<file path="src/rtl/access_control_fsm_if.sv">
// Password-memory and user-side signals of the access controller.
// The master drives user data and memory read data; the slave is the controller.
interface access_control_fsm_if;
  logic [16:0] _Data_In;
  logic        _Data_In_Load;
  logic [15:0] _Memory_In;
  logic        Access_Grant;
  logic [15:0] Address;
  logic        wren;
  logic [15:0] Data_Out;

  modport master (
    output _Data_In, _Data_In_Load, _Memory_In,
    input  Access_Grant, Address, wren, Data_Out
  );

  modport slave (
    input  _Data_In, _Data_In_Load, _Memory_In,
    output Access_Grant, Address, wren, Data_Out
  );
endinterface

</file>
<file path="src/rtl/access_control_fsm.sv">
// Password-checking access controller: fetches the stored password from a
// synchronous memory, compares it with the user entry, locks out after repeated failures.
module access_control_fsm #(
  parameter logic [15:0] PASS_ADDR = 16'h0000,
  parameter int          MAX_FAIL  = 3
) (
  input  logic               clk,
  input  logic               rst,
  access_control_fsm_if.slave bus
);

  typedef enum logic [2:0] {
    IDLE    = 3'd0,
    FETCH   = 3'd1,
    LATCH   = 3'd2,
    COMPARE = 3'd3,
    GRANTED = 3'd4,
    WRITE   = 3'd5,
    LOCKED  = 3'd6
  } state_t;

  state_t      state, state_next;
  logic [1:0]  fail_count, fail_next;
  logic [2:0]  fail_inc;
  logic [15:0] pw_user, pw_user_next;
  logic [15:0] pw_mem, pw_mem_next;
  logic [15:0] data_out, data_out_next;

  always_ff @(posedge clk or posedge rst) begin
    if (rst) begin
      state      <= IDLE;
      fail_count <= 2'd0;
      pw_user    <= 16'h0000;
      pw_mem     <= 16'h0000;
      data_out   <= 16'h0000;
    end else begin
      state      <= state_next;
      fail_count <= fail_next;
      pw_user    <= pw_user_next;
      pw_mem     <= pw_mem_next;
      data_out   <= data_out_next;
    end
  end

  // Widened so the increment is compared against MAX_FAIL before saturation
  assign fail_inc = {1'b0, fail_count} + 3'd1;

  always_comb begin
    state_next    = state;
    fail_next     = fail_count;
    pw_user_next  = pw_user;
    pw_mem_next   = pw_mem;
    data_out_next = data_out;
    case (state)
      IDLE: begin
        if (bus._Data_In_Load) begin
          pw_user_next = bus._Data_In[15:0];
          state_next   = FETCH;
        end
      end
      FETCH: state_next = LATCH;
      LATCH: begin
        pw_mem_next = bus._Memory_In;
        state_next  = COMPARE;
      end
      COMPARE: begin
        if (pw_user == pw_mem) begin
          fail_next  = 2'd0;
          state_next = GRANTED;
        end else begin
          fail_next  = (fail_count == 2'd3) ? 2'd3 : fail_inc[1:0];
          state_next = (32'(fail_inc) == MAX_FAIL) ? LOCKED : IDLE;
        end
      end
      GRANTED: begin
        if (bus._Data_In_Load) begin
          if (bus._Data_In[16]) begin
            data_out_next = bus._Data_In[15:0];
            pw_mem_next   = bus._Data_In[15:0];
            state_next    = WRITE;
          end else begin
            state_next = IDLE;
          end
        end
      end
      WRITE:   state_next = GRANTED;
      LOCKED:  state_next = LOCKED;
      default: state_next = IDLE;
    endcase
  end

  // Decoded straight from the state register so reset clears them asynchronously
  assign bus.Access_Grant = (state == GRANTED) || (state == WRITE);
  assign bus.wren         = (state == WRITE);
  assign bus.Address      = PASS_ADDR;
  assign bus.Data_Out     = data_out;

endmodule

</file>
<file path="src/flat_wrapper.sv">
// flat-port wrapper written by rule: the top's interface ports become plain ports
module access_control_fsm_flat 
#(
  parameter logic [15:0] PASS_ADDR = 16'h0000,
  parameter int          MAX_FAIL  = 3
)
  (clk, rst, bus__Data_In, bus__Data_In_Load, bus__Memory_In, bus_Access_Grant, bus_Address, bus_wren, bus_Data_Out);
  access_control_fsm_if bus_i ();
  input  logic clk;
  input  logic rst;
  input wire logic [$bits(bus_i._Data_In)-1:0] bus__Data_In;
  input wire logic [$bits(bus_i._Data_In_Load)-1:0] bus__Data_In_Load;
  input wire logic [$bits(bus_i._Memory_In)-1:0] bus__Memory_In;
  output wire logic [$bits(bus_i.Access_Grant)-1:0] bus_Access_Grant;
  output wire logic [$bits(bus_i.Address)-1:0] bus_Address;
  output wire logic [$bits(bus_i.wren)-1:0] bus_wren;
  output wire logic [$bits(bus_i.Data_Out)-1:0] bus_Data_Out;
  assign bus_i._Data_In = bus__Data_In;
  assign bus_i._Data_In_Load = bus__Data_In_Load;
  assign bus_i._Memory_In = bus__Memory_In;
  assign bus_Access_Grant = bus_i.Access_Grant;
  assign bus_Address = bus_i.Address;
  assign bus_wren = bus_i.wren;
  assign bus_Data_Out = bus_i.Data_Out;
  access_control_fsm #(.PASS_ADDR(PASS_ADDR), .MAX_FAIL(MAX_FAIL)) u_core (.clk(clk), .rst(rst), .bus(bus_i));
endmodule
</file>
<file path="config.mk">
export PLATFORM = sky130hd
export DESIGN_NAME = access_control_fsm_flat
export DESIGN_NICKNAME = d
export VERILOG_FILES = /design/src/rtl/access_control_fsm_if.sv /design/src/rtl/access_control_fsm.sv /design/src/flat_wrapper.sv
export SDC_FILE = /design/constraint.sdc
export NUM_CORES = 1
export LEC_CHECK = 0
export CAP_MARGIN = 20
export CORE_ASPECT_RATIO = 0.9
export CORE_UTILIZATION = 45
export CTS_BUF_LIST = sky130_fd_sc_hd__clkbuf_8
export CTS_CLUSTER_SIZE = 10
export DETAILED_ROUTE_END_ITERATION = 10
export PLACE_DENSITY = 0.78
export SYNTH_ARGS = -nofsm -noshare
export SYNTH_HDL_FRONTEND = slang
export SYNTH_SLANG_ARGS = --single-unit
</file>
<file path="constraint.sdc">
create_clock -name clk -period 1.73 [get_ports clk]
set_input_delay 0.346 -clock clk [delete_from_list [all_inputs] [get_ports clk]]
set_output_delay 0.346 -clock clk [all_outputs]
set_load 0.02 [all_outputs]
</file>
==> impl_results.md <==
- Status: completed
- Initial DRC count: 103
- Share of cells above drive strength 1: 0.216
- Worst path slowest cell: dfrtp_1
- Gpl congestion: 0.755
- Crit path largest cell delay: 410 ps
- Util after Layout: 0.610
- Yosys top cell area share: 0.507
- Post_cts resized: 2
- Met3 WL: 234 µm
- Most area-hungry cell type in the Yosys netlist: dfrtp_1
- Setup bufs post-CTS: 0
- Clock skew: 6.38 ps
- Pleak: 1.36 nW
- Port Buffers: 53
- Synth Instances: 212
- Max layer used: met4
- Worst r2r src: u_core.state[1]$_DFFE_PP0P_
- Routed WL: 4790 µm
- Max-slew violation count: 0
- Vias/cell: between 4 and 5
- Sequential share of the synthesized area: 0.507
- Pwr Density: between 1500 and 2000 mW/mm²
- Worst hold-check path type: primary input to asynchronous set/reset pin
- Diode count: 0
- CP Data Required Time: 1380 ps
- Clk slew on worst S/H paths: 100 ps
- Max-cap violations: 0
- I/O Pins: 70
- Drt wl/cell: about 14 µm
- Initial antenna violation count: 0
- CP Capture Type: output pin
- CP delay by family, top: flip-flops
- H-Tree Level Count: 2
- Clock sink count: 53
- Vias in the first global route: 1613
- M1 WL: 2220 µm
- Arrival time worst endpoint: 1310 ps
- Drt pass-1 iters: 4
- # nets final: 308
- Hold_buf cts: 0
- Residual DRC: 0
- Global-route wire length before repair: ~7800 µm
- Worst VDD drop: between 0.9 and 1 mV
- Worst skew pair latency: 310 ps
- Post-DRT Antenna Nets: 0
- Congestion Overflow GR: 0
- FF+latch count, synth: between 50 and 60
- Clk buf depth: 2
- # fillers: roughly 460
- CP cell instances: nor2b_4 > and2_1 > dlygate4sd2_1
- Worst Path Buf+Inv: 1
- Cts bufs inserted: 5
- Final period util: 0.958
- Unrepaired setup endpoints after global routing: false
- WHS: 399 ps
- Synth top area cells: dfrtp_1, mux2_2, mux2i_1
- Chip height: 74.3 µm
- Area grow syn2layout: 26.4%
- CTS tree: built
- Multi-input gate area in the final layout: 0.00114 mm²
- Die area: around 0.0061 mm²
- Register area: 0.00133 mm²
- YS warnings: 0
- Row count: 25
- Placeable Area: 0.00541 mm²
- Largest net degree at the start of global routing: 54
- Fmax achieved: just over 600 MHz
- Worst Setup SP: u_core.state[1]$_DFFE_PP0P_
- Startpoint types: flip-flop
- Root Driver: clkbuf_8
- Vias post-DR: 1682
- CP Class: flip-flop to output pin
- Total GRT Usage: 0.175
- Syn Area/Cell: approximately 12 µm²
- Post-Synthesis Cell Area: around 0.0026 mm²
- Routed wl met2: 2280 µm
- Die extent in x: 82.3 µm
- Final hold viol count: 0
- Initial core utilization: 0.483
- Final setup viols: 0
- DPL Wire Length: approximately 3500 µm
- Post-layout min period: 1660 ps
- Critical-path maximum fanout: 4
- Distinct cells, synth: 31
## kinds of logic after synthesis
| kind of cell | count (synthesis) | share of synthesized area |
|---|---|---|
| compound gates | 25 | 0.0522 |
| xor+xnor | 16 | 0.0536 |
| buf+inv | 28 | 0.0804 |
| flops | 53 | 0.507 |
| mux | 49 | 0.217 |
| other cells | 1 | 0.00143 |
| simple gates | 40 | 0.0876 |
## power by group
group	internal (mW)	switching (mW)
registers	1.86	0.409
clock network	0.325	0.403
logic	1.44	1.14
total	3.62	1.95
## registers in the layout, summed over array words and instances (netlist names)
name and count:
u_core.fail_count 2, u_core.state 3, u_core.pw_user 16, u_core.pw_mem 16, u_core.bus.Data_Out 16
## final cells by class
class	count	area share
clock buffer	6	0.0250
clock inverter	2	0.00417
inverter	1	0.00114
multi-input combinational	146	0.344
sequential	53	0.402
tap	67	0.0254
timing repair buffer	65	0.198
## per-stage QoR
stage | total power, mW | TNS (ps) | instances | setup WS, ps | instance area [µm²]
after CTS | 5.63 | 0 | 340 | 57.4 | 3300
after global routing | 5.95 | 0 | 340 | 7.93 | 3300
after detailed placement | 4.89 | -983 | 332 | -56.1 | 3210
after floorplan | 4.05 | -830 | 227 | -83.0 | 2670
after global placement | 4.81 | -491 | 332 | -31.5 | 3210
final | 5.57 | 0 | 340 | 72.9 | 3300
## cell usage in the layout (no fill, tap or decap), drive strengths merged
cell	instances
a211oi	1
a21oi	17
a31o	1
a31oi	2
and2	1
and3	1
buf	12
clkbuf	6
clkdlybuf4s50	51
clkinv	2
conb	16
dfrtp	53
dlygate4sd2	2
inv	1
mux2	32
mux2i	17
nand2	3
nand2b	3
nand3b	1
nand4	4
nand4b	1
nor2	18
nor2b	5
nor3	1
nor4	1
nor4bb	1
o21ai	3
o31ai	1
xnor2	16
## worst reg2reg max path, cell delays in order (launching register included)
cell and delay [ps]:
dfrtp_1 410, nor2b_4 150, nor2b_4 160, and3_4 200
buf_12 150, mux2_2 350
## synth_stat cells
library cell and count:
buf_4 17, buf_2 2, buf_12 1, a31o_2 1, nor2b_1 3, and2_1 1
mux2_2 22, clkbuf_1 4, nor2b_4 2, a31oi_1 2, a21oi_1 17, nor4_1 1
nand4b_1 1, nand2b_1 3, nor2_1 18, mux2i_1 17, nor3_2 1, nand2_1 3
a211oi_1 1, dfrtp_1 53, and3_4 1, nand4_1 4, o21ai_0 3, nor4bb_1 1
conb_1 1, xnor2_1 16, buf_6 3, nand3b_1 1, mux2_4 10, o31ai_1 1
inv_1 1
## worst paths after layout
kind / end / slack (ps) / cells past startpoint
min reg2reg: u_core.bus.Data_Out[10]$_DFFE_PP0P_ / 510 / 1
min in group clk: u_core.bus.Data_Out[10]$_DFFE_PP0P_ / 510 / 1
max in group asynchronous: u_core.pw_user[14]$_DFFE_PP0P_ / 1110 / 3
min: u_core.bus.Data_Out[9]$_DFFE_PP0P_ / 400 / 3
max: bus_wren / 70 / 3
max reg2reg: u_core.bus.Data_Out[11]$_DFFE_PP0P_ / 210 / 5
## metal layers
| metal | GRT usage | vias up |
|---|---|---|
| li1 | - | 814 |
| met4 | 0.0643 | 0 |
| met3 | 0.0454 | 5 |
| met5 | 0 | - |
| met1 | 0.239 | 815 |
| met2 | 0.268 | 48 |
Power figures use the tool's default switching activity.
==> RTL change 1, RTL diff (same settings) <==
Reset style: synchronous (`rst`), changed in one clocked block. Comments in the files are not updated.
--- a/src/rtl/access_control_fsm.sv
+++ b/src/rtl/access_control_fsm.sv
@@ -26,7 +26,7 @@
   logic [15:0] pw_mem, pw_mem_next;
   logic [15:0] data_out, data_out_next;
 
-  always_ff @(posedge clk or posedge rst) begin
+  always_ff @(posedge clk) begin
     if (rst) begin
       state      <= IDLE;
       fail_count <= 2'd0;
Check against the original RTL: differs if rst is asserted again (counterexample within 10 cycles, from zero or initial values and one cycle with rst high); with rst held inactive, the same outputs for 10 cycles.
==> RTL change 1 against the unedited design <==
Synthesized area fell by 3.0%. Global-route usage rose by 1.9 points. Setup slack improved by 0.019 ns. Wire length rose by 12%. Utilization fell by 1.1 points. Sequential cell count did not move. Design area fell by 3.0%. Non-clock buffer count rose by 3. Sequential share of layout area fell by 7.0 points. Register-to-register slack got worse by 0.06 ns. Critical endpoint unchanged.
Power is not compared: it rests on default switching activity, and its combinational part moved more than twofold at a synthesized area within 25%.
==> RTL change 1: results (changes against the unedited design) <==
| Metric | Value |
|---|---|
| Routed vias/inst | 5.09 (was 4.95) |
| Peak fanout along the critical path | 2 (was 4) |
| Layout fillers | 463 (was 458) |
| Ranking of synthesized cells by area | dfxtp_1 42%, mux2i_1 13%, xnor2_1 5.5% (was dfrtp_1 51%, mux2_2 9.5%, mux2i_1 6.5%) |
| Max stage delay on crit path | 0.33 ns (was 0.41 ns) |
| ANT cells | 0 (unchanged) |
| TritonCTS buffer count | 5 (unchanged) |
| Synth Warn # | 0 (unchanged) |
| Status | complete, no violations (unchanged) |
| Peak VDD IR | 565 µV |
| IO buf count | 53 (unchanged) |
| CP Data Arrival Time | 1.29 ns (was 1.31 ns) |
| Clock root buffer | clkbuf_8 (unchanged) |
| RR Startpoint | u_core.state[2] (was u_core.state[1]) |
| Nets | 367 (was 308) |
| LEAKAGE | 1.11 nW |
| Synth async-reset ratio | 0 (was 1.00) |
| Largest net degree at the start of global routing | 35 (was 54) |
| Drt pass-1 iters | 5 (was 4) |
| 1st-iter DRT viols | 101 (was 103) |
| Clk_lat worst skew | 0.31 ns (about the same) |
| Initial antenna violation count | 0 (unchanged) |
| Routability congestion estimate | 0.826 (was 0.755) |
| Area after DPL | 3090 µm² (was 3210 µm²) |
| Startpoint types | flop (unchanged) |
| DPL Wire Length | 3700 µm (was 3510 µm) |
| Vias in the first global route | 1929 (was 1613) |
| Clk_skew | 0.00828 ns (was 0.00638 ns) |
| Drt wl/cell | 13.4 µm (was 14.1 µm) |
| Layout cell share with drive strength beyond 1 | 0.114 (was 0.216) |
| Max H-tree Level | 2 (unchanged) |
| HP Start | rst |
| Register area share after synthesis | 0.418 (was 0.507) |
| Synth cell types | 35 (was 31) |
| CP max stage cell | dfxtp_1 (was dfrtp_1) |
| Max Root-Sink Buffers | 2 (unchanged) |
| Hold crit path type | in2reg (was in2async) |
| First-pass GRT wire length | 8850 µm (was 7800 µm) |
| Commonest cells post-synth | 53 x dfxtp_1, 36 x nand2_1, 34 x nor2_1 (was 53 x dfrtp_1, 22 x mux2_2, 18 x nor2_1) |
| Clock-pin transition on the worst setup and hold timing paths | 0.10 ns (about the same) |
| GRT Util Overall | 0.194 (was 0.175) |
==> RTL change 1: cell count changes after synthesis, sizes merged, moves of 15 or more <==
cell    unedited run  this run
mux2              32         0
dfrtp             53         0
dfxtp              0        53
nand2              3        36
nor2              18        34
a211oi             1        17
mux2i             17        32
==> RTL change 1: what timing repair did <==
action	4_1_cts	5_1_grt
hold buffers	0	0
hold endpoints to repair	0	0
resized for setup	2	0
gates cloned	0	0
buffers inserted	0	1
setup endpoints to repair	2	2
pin swaps	0	1
==> RTL change 1: logic make-up (layout without fill, tap and decap cells) <==
family | count (synthesis) | count (layout) | synth area share
flops | 53 | 53 | 0.418
compound gates | 45 | 45 | 0.134
mux | 32 | 32 | 0.126
other cells | 1 | 16 | 0.00148
xor+xnor | 16 | 16 | 0.0553
simple gates | 91 | 91 | 0.163
buf+inv | 37 | 79 | 0.102
==> RTL change 1: per-stage QoR <==
stage,instances,util,hold slack (ns),setup TNS (ns),worst slack (ns)
after CTS,398,0.595,0.378,0,0.0818
final,399,0.599,0.397,0,0.0918
after global placement,390,0.578,0.454,-1.02,-0.0586
after floorplan,290,-,0.449,0,0.191
after detailed placement,390,0.578,0.460,-2.31,-0.127
after global routing,399,0.599,0.435,0,0.0200
==> RTL change 1: worst max-delay path: cells and delay by family, from the launching register on <==
family / cells / cell delay (ns)
flops: 1 / 0.33
simple gates: 2 / 0.33
buf+inv: 1 / 0.32
==> RTL change 1: worst paths after layout <==
kind                            slack [ns]  depth (start not counted)                     end
worst max-delay path                  0.09                          3                bus_wren
worst min-delay path                  0.40                          4         u_core.state[0]
worst max register to register        0.15                          6  u_core.bus.Data_Out[8]
worst min register to register        0.47                          2      u_core.pw_user[15]
==> RTL change 1: power by group <==
group	internal, mW	switching [mW]
logic	0.282	0.304
registers	1.30	0.0559
clock network	0.325	0.412
==> RTL change 1: metal layers <==
layer  part of all wire  global-route usage
met5                  0                   0
met4             0.0095              0.0536
met3              0.041              0.0363
met2               0.46               0.311
met1               0.49               0.266
==> RTL change 1: cell type report <==
type | count | share of cell area
timing repair buffer | 68 | 0.210
sequential | 53 | 0.331
inverter | 3 | 0.00351
tap | 67 | 0.0262
clock buffer | 6 | 0.0258
clock inverter | 2 | 0.00430
multi-input combinational | 200 | 0.399
==> RTL change 2, RTL diff (same flow settings) <==
Without the edit above. The 7 states of `state_t` get a one-hot encoding in 7 bits.
--- a/src/rtl/access_control_fsm.sv
+++ b/src/rtl/access_control_fsm.sv
@@ -9,14 +9,14 @@
   access_control_fsm_if.slave bus
 );
 
-  typedef enum logic [2:0] {
-    IDLE    = 3'd0,
-    FETCH   = 3'd1,
-    LATCH   = 3'd2,
-    COMPARE = 3'd3,
-    GRANTED = 3'd4,
-    WRITE   = 3'd5,
-    LOCKED  = 3'd6
+  typedef enum logic [6:0] {
+    IDLE    = 7'b0000001,
+    FETCH   = 7'b0000010,
+    LATCH   = 7'b0000100,
+    COMPARE = 7'b0001000,
+    GRANTED = 7'b0010000,
+    WRITE   = 7'b0100000,
+    LOCKED  = 7'b1000000
   } state_t;
 
   state_t      state, state_next;
Formal check against the unedited RTL: no difference found for any inputs over 10 cycles, from zero or initial values and one cycle with rst high; not proved beyond that.
==> RTL change 2 against the unedited design <==
The flow now finishes with violations (negative setup slack). Utilization up 9.7 points. Via count up 27%. Synthesized area increased by 8.5%. Power up 2.3%. Wire length rose by 54%. Register-to-register slack got worse by 0.33 ns. Sequential cell count increased by 4. Design area rose by 31%. Count of clock-buffer cells in the layout is 5 higher. Global-route usage increased by 2.4 points. Setup slack got worse by 0.19 ns. Critical path type is now reg2reg.
==> RTL change 2: results (changes against the unedited design) <==
| Metric | Value |
|---|---|
| Place WS | -0.141 ns (was -0.0561 ns) |
| Peak VDD IR | 819 µV (was 980 µV) |
| Vias in the first global route | 1996 (was 1613) |
| Internal | 3.87 mW (was 3.62 mW) |
| Ranking of synthesized cells by area | dfrtp_1 49%, mux2_2 8.3%, mux2i_1 5.6% (was dfrtp_1 51%, mux2_2 9.5%, mux2i_1 6.5%) |
| First-pass GRT wire length | 9820 µm (was 7800 µm) |
| GR Util met3 | 0.0678 (was 0.0454) |
| RR Startpoint | u_core.state[2] (was u_core.state[1]) |
| Register area share after synthesis | 0.504 (was 0.507) |
| M1 WL | 3090 µm (was 2220 µm) |
| Nets | 359 (was 308) |
| IO buf count | 53 (unchanged) |
| DP Cell Count | 379 (was 332) |
| Commonest cells post-synth | 56 x dfrtp_1, 21 x mux2_2, 21 x nand2_1 (was 53 x dfrtp_1, 22 x mux2_2, 18 x nor2_1) |
| Worst Slack Setup Final | -0.116 ns (was 0.0729 ns) |
| Drt total wl | 7370 µm (was 4790 µm) |
| GRT Util Overall | 0.199 (was 0.175) |
| Met2 GRT Util | 0.314 (was 0.268) |
| Clock-pin transition on the worst setup and hold timing paths | 0.07 ns (was 0.10 ns) |
| Max H-tree Level | 3 (was 2) |
| Logic pwr share | 0.365 (was 0.462) |
| CP Data Arrival Time | 2.11 ns (was 1.31 ns) |
| TritonCTS buffer count | 9 (was 5) |
| DPL Wire Length | 4040 µm (was 3510 µm) |
| Routability congestion estimate | 0.834 (was 0.755) |
| Area after DPL | 3570 µm² (was 3210 µm²) |
| 1st-iter DRT viols | 120 (was 103) |
| ANT cells | 0 (unchanged) |
| Clk. pwr | 1.44 mW (was 0.728 mW) |
| LEAKAGE | 2.04 nW (was 1.36 nW) |
| Peak fanout along the critical path | 5 (was 4) |
| Clk_skew | 0.00872 ns (was 0.00638 ns) |
| Failing checks | negative setup slack |
| Status | finished, violations left (was complete, no violations) |
| DR vias | 2134 (was 1682) |
| Final Setup Violations | 41 (was 0) |
| R2r worst-path depth | 8 (was 5) |
| Met1 usage | 0.254 (was 0.239) |
| Drt wl/cell | 17.7 µm (was 14.1 µm) |
| Clk_lat worst skew | 0.35 ns (was 0.31 ns) |
| Synth cell types | 42 (was 31) |
| Fin Setup TNS | -2.07 ns (was 0 ns) |
| Routed met3 length | 444 µm (was 234 µm) |
| Layout cell share with drive strength beyond 1 | 0.412 (was 0.216) |
==> RTL change 2: cell types whose count changed after synthesis, sizes merged, moves of 3 or more <==
cell | before | now
a21oi | 17 | 3
nand2 | 3 | 21
nand3 | 0 | 4
nor2b | 5 | 1
dfrtp | 53 | 56
o21ai | 3 | 17
nor2 | 18 | 9
clkbuf | 4 | 0
==> RTL change 2: cells by family after synthesis <==
group,count (synthesis),share of synthesized area
AO/OA/AOI/OAI,27,0.0662
XOR/XNOR,17,0.0525
buffers and inverters,26,0.0755
flip-flops,57,0.504
multiplexers,48,0.195
other,1,0.00132
AND/OR/NAND/NOR,52,0.105
==> RTL change 2: path summary, 6_finish.rpt <==
| kind | end | slack [ns] |
|---|---|---|
| max | u_core.pw_mem[0] | -0.12 |
| min | u_core.state[1] | 0.36 |
| min reg2reg | u_core.pw_mem[10] | 0.51 |
| max in group asynchronous | u_core.pw_user[10] | 0.93 |
| max reg2reg | u_core.pw_mem[0] | -0.12 |
| min in group clk | u_core.pw_mem[10] | 0.51 |
==> RTL change 2: area by class of cell <==
cell class | instances | area, µm²
multi-input combinational | 160 | 1460
inverter | 2 | 11.3
timing repair buffer | 93 | 1080
fill | 404 | 1790
sequential | 57 | 1430
clock inverter | 5 | 77.6
tap | 87 | 109
clock buffer | 11 | 151
==> RTL change 2: repair_timing <==
item | 4_1_cts | 5_1_grt
resized for setup | 22 | 51
setup buffers | 1 | 11
gates cloned | 1 | 7
pin swaps | 4 | 19
endpoints found under the setup margin | 34 | 41
hold buffers | 0 | 0
==> RTL change 2: critical path, stage by stage (launching register included) <==
cell and delay, ns:
dfrtp_1 0.40, buf_6 0.13, nor4_4 0.28, and4_4 0.30, buf_12 0.14, nor2_4 0.06
buf_12 0.14, clkbuf_16 0.15, o21ai_2 0.16
